`config.mk`:
```
export PLATFORM = sky130hd
export DESIGN_NAME = output_sample_fifo
export DESIGN_NICKNAME = d
export VERILOG_FILES = /design/src/rtl/output_sample_fifo_pkg.sv /design/src/rtl/output_sample_fifo_mem.sv /design/src/rtl/output_sample_fifo.sv
export SDC_FILE = /design/constraint.sdc
export NUM_CORES = 1
export LEC_CHECK = 0
export ABC_AREA = 1
export CORE_MARGIN = 5
export CORE_UTILIZATION = 55
export CTS_CLUSTER_DIAMETER = 40
export DETAILED_ROUTE_END_ITERATION = 10
export GPL_ROUTABILITY_DRIVEN = 1
export PLACE_DENSITY = 0.74
export SLEW_MARGIN = 20
export SYNTH_ARGS = -nofsm -noshare
export SYNTH_HDL_FRONTEND = slang
export SYNTH_SLANG_ARGS = --single-unit
```
`constraint.sdc`:
```
create_clock -name clk -period 5.09 [get_ports clk]
set_clock_uncertainty 0.05 [all_clocks]
set_input_delay 1.018 -clock clk [delete_from_list [all_inputs] [get_ports clk]]
set_output_delay 1.018 -clock clk [all_outputs]
set_load 0.05 [all_outputs]
```
`src/rtl/output_sample_fifo_pkg.sv`:
```
// ============================================================================
// Module   : output_sample_fifo_pkg
// Brief    : Shared defaults for the wavelet output sample FIFO.
// Revision : 1.0 - initial release
// ============================================================================
`default_nettype none

package output_sample_fifo_pkg;

    localparam int SUM_TRUNCATION_DEFAULT = 8;
    localparam int DEPTH_LOG2_DEFAULT     = 4;
    localparam int DECIM_CNT_WIDTH        = 8;

endpackage

`default_nettype wire

```
`src/rtl/output_sample_fifo_mem.sv`:
```
// ============================================================================
// Module   : output_sample_fifo_mem
// Brief    : Sample storage, one synchronous write port and one async read port.
// Revision : 1.0 - initial release
// ============================================================================
`default_nettype none

module output_sample_fifo_mem
    import output_sample_fifo_pkg::*;
#(
    parameter int WIDTH      = SUM_TRUNCATION_DEFAULT,
    parameter int ADDR_WIDTH = DEPTH_LOG2_DEFAULT
) (
    input  logic                  clk,
    input  logic                  wr_en,
    input  logic [ADDR_WIDTH-1:0] wr_addr,
    input  logic [WIDTH-1:0]      wr_data,
    input  logic [ADDR_WIDTH-1:0] rd_addr,
    output logic [WIDTH-1:0]      rd_data
);

    // Storage is intentionally not reset; the FIFO masks its head while empty.
    logic [WIDTH-1:0] mem [2**ADDR_WIDTH];

    always_ff @(posedge clk) begin
        if (wr_en) begin
            mem[wr_addr] <= wr_data;
        end
    end

    assign rd_data = mem[rd_addr];

endmodule

`default_nettype wire

```
`src/rtl/output_sample_fifo.sv`:
```
// ============================================================================
// Module   : output_sample_fifo
// Brief    : FWFT FIFO buffering multiplexed wavelet samples for a ready/valid
//            consumer with sticky drop flag. Optional decimation: WAVELET_FIFO_DECIMATE_EN.
// Revision : 1.0 - initial release
// ============================================================================
`default_nettype none

module output_sample_fifo
    import output_sample_fifo_pkg::*;
#(
    parameter int SUM_TRUNCATION = SUM_TRUNCATION_DEFAULT,
    parameter int DEPTH_LOG2     = DEPTH_LOG2_DEFAULT
) (
    input  logic                      clk,
    input  logic                      rst,
    input  logic                      i_sample_strobe,
    input  logic [SUM_TRUNCATION-1:0] i_multiplexed_wavelet_out,
    input  logic                      i_read_ready,
    input  logic                      i_clear_overflow,
`ifdef WAVELET_FIFO_DECIMATE_EN
    input  logic [DECIM_CNT_WIDTH-1:0] i_decimate_ratio,
`endif
    output logic [SUM_TRUNCATION-1:0] o_data,
    output logic                      o_valid,
    output logic [DEPTH_LOG2:0]       o_fill_level,
    output logic                      o_overflow
);

    localparam logic [DEPTH_LOG2:0] PTR_ONE = 1;

    logic [DEPTH_LOG2:0]         wr_ptr;
    logic [DEPTH_LOG2:0]         rd_ptr;
    logic [DEPTH_LOG2:0]         fill_level;
    logic                        overflow;
    logic                        empty;
    logic                        full;
    logic                        keep;
    logic                        push;
    logic                        pop;
    logic                        drop;
    logic [SUM_TRUNCATION-1:0]   head_data;

    assign empty = (wr_ptr == rd_ptr);
    assign full  = (wr_ptr[DEPTH_LOG2] != rd_ptr[DEPTH_LOG2]) &&
                   (wr_ptr[DEPTH_LOG2-1:0] == rd_ptr[DEPTH_LOG2-1:0]);

    assign pop  = !empty && i_read_ready;
    // A pop in the same cycle frees the slot, so a full FIFO still accepts the sample.
    assign push = i_sample_strobe && keep && (!full || pop);
    assign drop = i_sample_strobe && keep && full && !pop;

`ifdef WAVELET_FIFO_DECIMATE_EN
    localparam logic [DECIM_CNT_WIDTH-1:0] DECIM_ONE = 1;

    logic [DECIM_CNT_WIDTH-1:0] decim_cnt;
    logic [DECIM_CNT_WIDTH-1:0] decim_ratio;
    logic [DECIM_CNT_WIDTH-1:0] ratio_eff;

    assign keep = (decim_cnt == '0);
    // A new ratio is only sampled at the start of a decimation period.
    assign ratio_eff = keep ? i_decimate_ratio : decim_ratio;

    always_ff @(posedge clk) begin
        if (rst) begin
            decim_cnt   <= '0;
            decim_ratio <= '0;
        end else if (i_sample_strobe) begin
            if (keep) begin
                decim_ratio <= i_decimate_ratio;
            end
            if ((ratio_eff <= DECIM_ONE) || (decim_cnt >= ratio_eff - DECIM_ONE)) begin
                decim_cnt <= '0;
            end else begin
                decim_cnt <= decim_cnt + DECIM_ONE;
            end
        end
    end
`else
    assign keep = 1'b1;
`endif

    always_ff @(posedge clk) begin
        if (rst) begin
            wr_ptr     <= '0;
            rd_ptr     <= '0;
            fill_level <= '0;
            overflow   <= 1'b0;
        end else begin
            if (push) begin
                wr_ptr <= wr_ptr + PTR_ONE;
            end
            if (pop) begin
                rd_ptr <= rd_ptr + PTR_ONE;
            end
            case ({push, pop})
                2'b10:   fill_level <= fill_level + PTR_ONE;
                2'b01:   fill_level <= fill_level - PTR_ONE;
                default: fill_level <= fill_level;
            endcase
            if (drop) begin
                overflow <= 1'b1;
            end else if (i_clear_overflow) begin
                overflow <= 1'b0;
            end
        end
    end

    output_sample_fifo_mem #(
        .WIDTH      (SUM_TRUNCATION),
        .ADDR_WIDTH (DEPTH_LOG2)
    ) u_mem (
        .clk     (clk),
        .wr_en   (push),
        .wr_addr (wr_ptr[DEPTH_LOG2-1:0]),
        .wr_data (i_multiplexed_wavelet_out),
        .rd_addr (rd_ptr[DEPTH_LOG2-1:0]),
        .rd_data (head_data)
    );

    assign o_valid      = !empty;
    assign o_data       = empty ? '0 : head_data;
    assign o_fill_level = fill_level;
    assign o_overflow   = overflow;

endmodule

`default_nettype wire
```
# == Word level (Yosys, flattened, before mapping) ==
# Memories as Yosys holds them, arrays and structs flattened. A register that Yosys moved wholly into a read port is not among the register bits.
# Index checks and enable logic that the tools add are counted.
# totals
ff_bits,16
inputBits,13
elab_cells,33
n_memories,1
ram_bits,128
output_inout_bits,15
# classes
muxes,8
n_reduce_logical,11
add_sub_neg,4
n_eq_ne,5
# mem_list
name,words,word_bits,read_ports,rd_ports_with_merged_regs,write_ports,line,source
u_mem.mem,16,8,1,1,1,output_sample_fifo_mem.sv:23,logic [WIDTH-1:0] mem [2**ADDR_WIDTH];
# ops
op,count
adder 5 x 1 -> 5 bit (second input constant),3
case mux 5 bit (2 select lines),1
2-to-1 mux 4 bit,2
2-to-1 mux 8 bit,1
equality test 5 bit,1
logical AND 1 bit,5
subtractor 5 x 1 -> 5 bit (second input constant),1
equality test 4 bit,1
2-to-1 mux 1 bit,4
nonzero test 2 bit,2
logical NOT 1 bit,3
equality test 2 x 1 -> 1 bit (second input constant),1
equality test 2 bit (second input constant),1
logical OR 1 bit,1
!= test 1 bit,1

# == Logic depth before layout (Yosys ltp) ==
# Gate-level depths: netlist (run 1).
# depth
word_depth,7
mapped_depth,17
ltp_nobuf,17

# == Cells and area by module ==
# A second synthesis (run 1) with hierarchy kept.
# unflattened
cells_unflattened,697
area_unflattened_um2,6661.4
# modules_own_cells
mod,area_per_inst_um2,n_inst,seq_area_each_um2,cells_per_inst
output_sample_fifo_mem,5606.6,1,3843.7,543
output_sample_fifo,1054.8,1,320.3,154

# == Worst setup path before layout (run 1) ==
# OpenSTA, ideal clock, no wires.
# synth_timing
path_type,register -> output
startpoint,register (tool-made name)
endpoint,output port o_data[7]
arrival_time_ns,2.000
setup_slack_ns,2.022
required_ns,4.022
path_buffers,3
stages_incl_launch_ff,8
cell_sequence,dfxtp_1 -> buf_2 -> buf_2 -> clkbuf_1 -> o21ai_0 -> o211ai_1 -> nand3_1 -> a21oi_1
# synth_rtl
item,line,source
"end, declared",output_sample_fifo.sv:24,"output logic [SUM_TRUNCATION-1:0] o_data,"

==> results.json, run 1 <==
{
  "layout-drive-gt1-share": 0.1170,
  "cp-endpoint": "o_data[7]",
  "hold_viol_final": 0,
  "hp-start": "o_overflow$_SDFFE_PP0P_",
  "clock_power_share": 0.397,
  "total_power_mw": 3.107,
  "r2r-end": "u_mem.mem[10][7]$_DFFE_PP_",
  "p_per_area_mw_per_mm2": 428.0,
  "die_h_um": 117.0,
  "yosysUniqueCellTypes": 34,
  "worst_slack_ps": 849.0,
  "reg2reg_slack_ps": 2550,
  "register_area_mm2": 0.004248,
  "r2r-start": "wr_ptr[4]$_SDFFE_PP0P_",
  "post-cts-setup-buffer-count": 0,
  "area_growth_pct": 15.37,
  "synth_sequential_area_ratio": 0.6745,
  "synth_area_mm2": 0.006292,
  "design_area_mm2": 0.007259,
  "peakVddDrop_v": 0.0002667,
  "cts.sinks": 148,
  "gp_congestion": 0.8792,
  "routed_wl_um": 13030,
  "worst_path_max_delay_cell": "clkdlybuf4s50_1",
  "port-buffer-count": 27,
  "yosys.area_share.simple": 0.08670,
  "synth_adder_area_share": 0.01193,
  "critPathLaunchType": "register",
  "path_max_fanout": 33,
  "numCtsBuffers": 17,
  "grt_overflow": 0,
  "syn-num-nets": 528,
  "post_cts_resized": 0,
  "cts_max_level": 4,
  "cts_root_buffer": "clkbuf_16",
  "multi_input_area_mm2": 0.001715,
  "fin_cells": 690,
  "synth_compound_area_frac": 0.1189,
  "place_ws_ps": 1328,
  "dr_total_vias": 3929,
  "place_area_mm2": 0.006674,
  "muxShareOfSynthArea": 0.05090,
  "nFillCells": 857,
  "tritoncts": "yes",
  "async_reset_ff_frac": 0,
  "yosys_warnings": 0,
  "coreArea_mm2": 0.01132,
  "setup_tns_ps": 0,
  "worstSkewPairLatency_ps": 420,
  "dp_cells": 658,
  "synth_cells": 509,
  "antenna_cells": 0,
  "max_stage_delay_ps": 870,
  "synth-edff-count": 128,
  "combPwrFrac": 0.156,
  "clkSlewWorstSetupHoldPaths_ps": 60,
  "placementRows": 39,
  "drt-wirelength-per-cell_um": 18.88,
  "power.net_switching_mw": 0.8199,
  "avgViaCountPerCell": 5.694,
  "synth_top_family_by_area": "compound AO/OA/AOI/OAI gates",
  "total_leakage_power_nw": 2.532,
  "p_int_mw": 2.287,
  "end_kind": "primary output",
  "grt_usage": 0.2084,
  "postCtsHoldBufs": 0,
  "maxCapViolations": 0,
  "grt_max_degree": 62,
  "worstPathCellList": "buf_4 > inv_1 > o211ai_1 > nand3_1 > a21oi_1 > clkdlybuf4s50_1",
  "hold-worst-slack_ps": 424.5,
  "sequentialPowerShare": 0.447,
  "synth_seq_cells": 148,
  "switching_share": 0.2639,
  "drc_errors": 0,
  "crit_arrival_ps": 3170,
  "relSlewSlack": 0.2974,
  "setup-violations-final": 0,
  "max_slew.worst_pin.slew_ps": 1050,
  "critical_path_buf_inv_count": 3,
  "dp_hpwl_um": 8532,
  "period_needed_ps": 4241,
  "path_depth": 6,
  "first_global_vias": 3899,
  "boundaryPins": 28,
  "cp.required_ps": 4020,
  "dr.pass1.iters": 5,
  "drv_slew": 0,
  "die_w_um": 117.0,
  "utilization": 0.6412,
  "hold_path.class": "register to register",
  "drt-initial-drc-count": 507,
  "clockBufferDepth": 2,
  "outcome": "finished clean",
  "fmax_ghz": 0.2358,
  "rsz0062_at_grt": "false",
  "synth_ff_type": "edfxtp_1",
  "synth-xor-area-share": 0.004176,
  "grt_pass1_wl_um": 20560,
  "fin_crit_sh": 0.8332,
  "ff2ff_path_depth": 7,
  "final_nets": 553,
  "critical_path_class": "register to primary output",
  "ant_nets": 0,
  "antenna_found_initial": 0,
  "cp_top_family": "buffers and inverters",
  "avgSynthCellArea_um2": 12.36,
  "die_area_mm2": 0.01368,
  "start_util": 0.5558
}
kinds of logic (layout without fill, tap and decap cells):
logic type / after synthesis / after routing
buffers and inverters: 84 / 122
XOR/XNOR: 3 / 3
AO/OA/AOI/OAI: 130 / 130
flip-flops: 148 / 148
AND/OR/NAND/NOR: 106 / 106
multiplexers: 32 / 32
adder cells (fa/ha/maj): 6 / 6
layout by cell type, fill, tap and decap left out, drive strengths merged, types with 2 or more instances in the layout:
cell type and count:
clkinv 6, xnor2 2, a21oi 52, o211ai 32
dfxtp 20, nor2 31, bufinv 3, buf 2
nand3 26, o21ai 43, clkdlybuf4s50 27, clkinvlp 2
nand4 5, ha 6, mux2i 32, nand2 43
inv 61, clkbuf 21, edfxtp 128
power by group through the flow:
stage | combinational, mW | sequential, mW | clock (mW)
CTS | 0.487 | 1.39 | 1.25
floorplan | 0.335 | 1.41 | 0
detailed placement | 0.485 | 1.41 | 0
global route | 0.530 | 1.39 | 1.32
finish | 0.485 | 1.39 | 1.23
global placement | 0.472 | 1.41 | 0
worst register-to-register path, stage by stage, from the launching register on:
cell,delay (ps)
dfxtp_1,330
xnor2_1,310
nor2_1,100
nand3_1,90
nand2_2,150
inv_1,150
nand2_1,150
nor2_1,830
how the worst min path moves through the flow:
stage / slack [ps] / end / cells after the start
2_1_floorplan: 430 / rd_ptr[4]$_SDFFE_PP0N_ / 1
3_3_place_gp: 410 / o_overflow$_SDFFE_PP0P_ / 2
3_5_place_dp: 420 / o_overflow$_SDFFE_PP0P_ / 2
4_1_cts: 430 / o_overflow$_SDFFE_PP0P_ / 2
5_1_grt: 450 / o_overflow$_SDFFE_PP0P_ / 2
6_report: 420 / o_overflow$_SDFFE_PP0P_ / 2
Yosys cell counts, types with 3 or more instances:
master / count / share of area
a21oi_1: 51 / 0.041
nor2_2: 3 / 0.0030
nand4_1: 5 / 0.0050
nand2_1: 32 / 0.019
o21ai_1: 4 / 0.0032
mux2i_1: 32 / 0.051
buf_2: 4 / 0.0032
inv_1: 53 / 0.032
dfxtp_1: 20 / 0.064
o211ai_1: 32 / 0.038
inv_2: 6 / 0.0036
nand2_2: 11 / 0.011
clkbuf_1: 16 / 0.0095
nor2_1: 25 / 0.015
o21ai_0: 38 / 0.030
ha_1: 6 / 0.012
edfxtp_1: 128 / 0.61
nand3_1: 22 / 0.017
cell type report:
type | count | share of cell area
timing repair buffer | 29 | 0.04102
multi-input combinational | 277 | 0.2363
tap | 143 | 0.02465
sequential | 148 | 0.5851
inverter | 61 | 0.03223
clock inverter | 11 | 0.01861
clock buffer | 21 | 0.06205
state kept, by name, indices dropped and copies added (netlist names), named ones only:
signal / flops
o_fill_level: 5
rd_ptr: 5
o_overflow: 1
wr_ptr: 5
u_mem.mem: 128
metal layers:
layer / track usage / part of all wire / vias up
met4: 0.08257 / 0.013 / 0
met5: 0 / 0 / -
met3: 0.05758 / 0.065 / 12
met1: 0.2645 / 0.41 / 1890
li1: - / - / 1888
met2: 0.3417 / 0.52 / 139
Note: power is estimated with default switching activity, not from simulation.
==> run 2: changes to the inputs <==
clock period = 4.19 ns   (was 5.09 ns; I/O delays follow)
==> run 2 against run 1 <==
  * Critical path depth unchanged
  * Critical path type unchanged
  * Non-clock buffer count is the same
  * Critical endpoint is now o_data[4]
  * First-iteration DRC count is 14% lower
==> results.json, run 2 (same netlist as run 1, synthesis figures left out) <==
{
  "die_w_um": 117.0,
  "cts.sinks": 148,
  "first_global_vias": 3829,
  "maxCapViolations": 0,
  "utilization": 0.6375,
  "dr_total_vias": 4019,
  "post_cts_resized": 0,
  "clock_power_share": 0.369,
  "max_slew.worst_pin.slew_ps": 906.1,
  "path_common_cell": "buf_4",
  "cts_root_buffer": "clkbuf_16",
  "grt_use_met1": 0.2976,
  "coreArea_mm2": 0.01132,
  "setup-violations-final": 0,
  "grt_max_degree": 50,
  "total_leakage_power_nw": 2.521,
  "die_h_um": 117.0,
  "r2r-end": "u_mem.mem[13][0]$_DFFE_PP_",
  "hold_path.class": "register to register",
  "path_max_fanout": 33,
  "use_met3": 0.04524,
  "fin_crit_sh": 0.8360,
  "antenna_cells": 0,
  "p_int_mw": 2.646,
  "nFillCells": 840,
  "avgViaCountPerCell": 5.825,
  "critPathLaunchType": "register",
  "power.net_switching_mw": 1.012,
  "gp_congestion": 0.8820,
  "crit_arrival_ps": 2610,
  "final_nets": 553,
  "critical_path_class": "register to primary output",
  "ff2ff_path_depth": 7,
  "routed_wl_um": 13730,
  "postCtsHoldBufs": 0,
  "final_common_cell": "edfxtp_1",
  "boundaryPins": 28,
  "period_needed_ps": 3503,
  "placementRows": 39,
  "drt-initial-drc-count": 435,
  "p_per_area_mw_per_mm2": 506.8,
  "combPwrFrac": 0.171,
  "start_util": 0.5558,
  "grt_overflow": 0,
  "mostFrequentLayoutCells": "128 x edfxtp_1, 53 x inv_1, 51 x a21oi_1, 38 x o21ai_0",
  "largest_register_ffs": 128,
  "numCtsBuffers": 17,
  "top_register": "u_mem.mem",
  "clkSlewWorstSetupHoldPaths_ps": 60,
  "grt_usage": 0.2113,
  "port-buffer-count": 27,
  "rsz0062_at_grt": "false",
  "r2r-start": "wr_ptr[4]$_SDFFE_PP0P_",
  "peakVddDrop_v": 0.0004282,
  "reg2reg_slack_ps": 1740,
  "worstSkewPairLatency_ps": 420,
  "hp-start": "o_overflow$_SDFFE_PP0P_",
  "cts_max_level": 4,
  "antenna_found_initial": 0,
  "dr.pass1.iters": 7,
  "outcome": "finished clean",
  "busiest_layer": "met2",
  "grtUsageMet2": 0.3254,
  "hold_path_end": "o_overflow$_SDFFE_PP0P_",
  "worstPathCellList": "buf_4 > inv_1 > o211ai_1 > nand3_1 > a21oi_1 > buf_4",
  "drt-wirelength-per-cell_um": 19.90,
  "max_stage_delay_ps": 490,
  "tritoncts": "yes",
  "clockBufferDepth": 2,
  "holdPathStages": 2,
  "drv_slew": 0,
  "cp.required_ps": 3300,
  "switching_share": 0.2766,
  "place_ws_ps": 977.2,
  "worst_slack_ps": 687.2,
  "hold_viol_final": 0,
  "die_area_mm2": 0.01368,
  "post-cts-setup-buffer-count": 0,
  "relSlewSlack": 0.3953,
  "setup_tns_ps": 0,
  "ant_nets": 0,
  "drc_errors": 0,
  "sequentialPowerShare": 0.459,
  "area_growth_pct": 14.69,
  "layout-drive-gt1-share": 0.1261,
  "worst_path_max_delay_cell": "inv_1",
  "fmax_ghz": 0.2855,
  "dp_hpwl_um": 8898,
  "end_kind": "primary output",
  "grt_pass1_wl_um": 20580
}
run 2: cell types whose count changed in the layout (fill, tap and decap cells not counted), sizes merged:
cell	change
clkdlybuf4s50	-8
clkinvlp	+1
buf	+8
clkinv	+3
clkbuf	-2
bufinv	-2
run 2: worst max path at each step:
| stage | start | to | cells after the start |
|---|---|---|---|
| final | register | o_data[4] | 6 |
| after global routing | register | o_data[1] | 6 |
| after CTS | register | o_data[1] | 6 |
| after detailed placement | i_read_ready | u_mem.mem[13][7]$_DFFE_PP_ | 7 |
| after global placement | i_read_ready | u_mem.mem[13][4]$_DFFE_PP_ | 7 |
| after floorplan | register | o_data[7] | 7 |
run 2: area by class of cell:
cell class	count	area, um^2	share of cell area
flip-flops and latches	148	4248	0.5886
inverters	61	234.0	0.03242
well taps	143	178.9	0.02479
repair buffers	29	315.3	0.04369
clock inverters	13	92.59	0.01283
multi-input cells	277	1715	0.2377
clock buffers	19	432.9	0.05999
run 2: power groups by stage:
| stage | Combinational [mW] | Sequential (mW) | Clock, mW |
|---|---|---|---|
| 6_report | 0.627 | 1.68 | 1.35 |
| 5_1_grt | 0.670 | 1.69 | 1.44 |
| 4_1_cts | 0.624 | 1.68 | 1.37 |
| 3_5_place_dp | 0.620 | 1.71 | 0 |
| 3_3_place_gp | 0.613 | 1.71 | 0 |
| 2_1_floorplan | 0.407 | 1.71 | 0 |
run 2: through the flow:
stage / hold WS [ps] / std cells / power, mW / area, um^2
global route: 442.1 / 690 / 3.792 / 7217
floorplan: 433.2 / 509 / 2.117 / 6292
finish: 422.4 / 690 / 3.658 / 7217
detailed placement: 407.2 / 658 / 2.330 / 6691
CTS: 425.6 / 690 / 3.672 / 7217
global placement: 405.7 / 658 / 2.321 / 6691
run 2: critical path: cells and delay by family (launching register included):
family                 cells  cell delay [ps]
buffers and inverters      3             1070
AOI/OAI and AO/OA          2              650
DFF                        1              310
and+or+nand+nor            1              150
run 2: metal layers:
layer | vias to the layer above | share of wire
met5 | - | 0
met4 | 0 | 0.019
met3 | 25 | 0.085
met2 | 185 | 0.47
met1 | 1924 | 0.43
li1 | 1885 | -
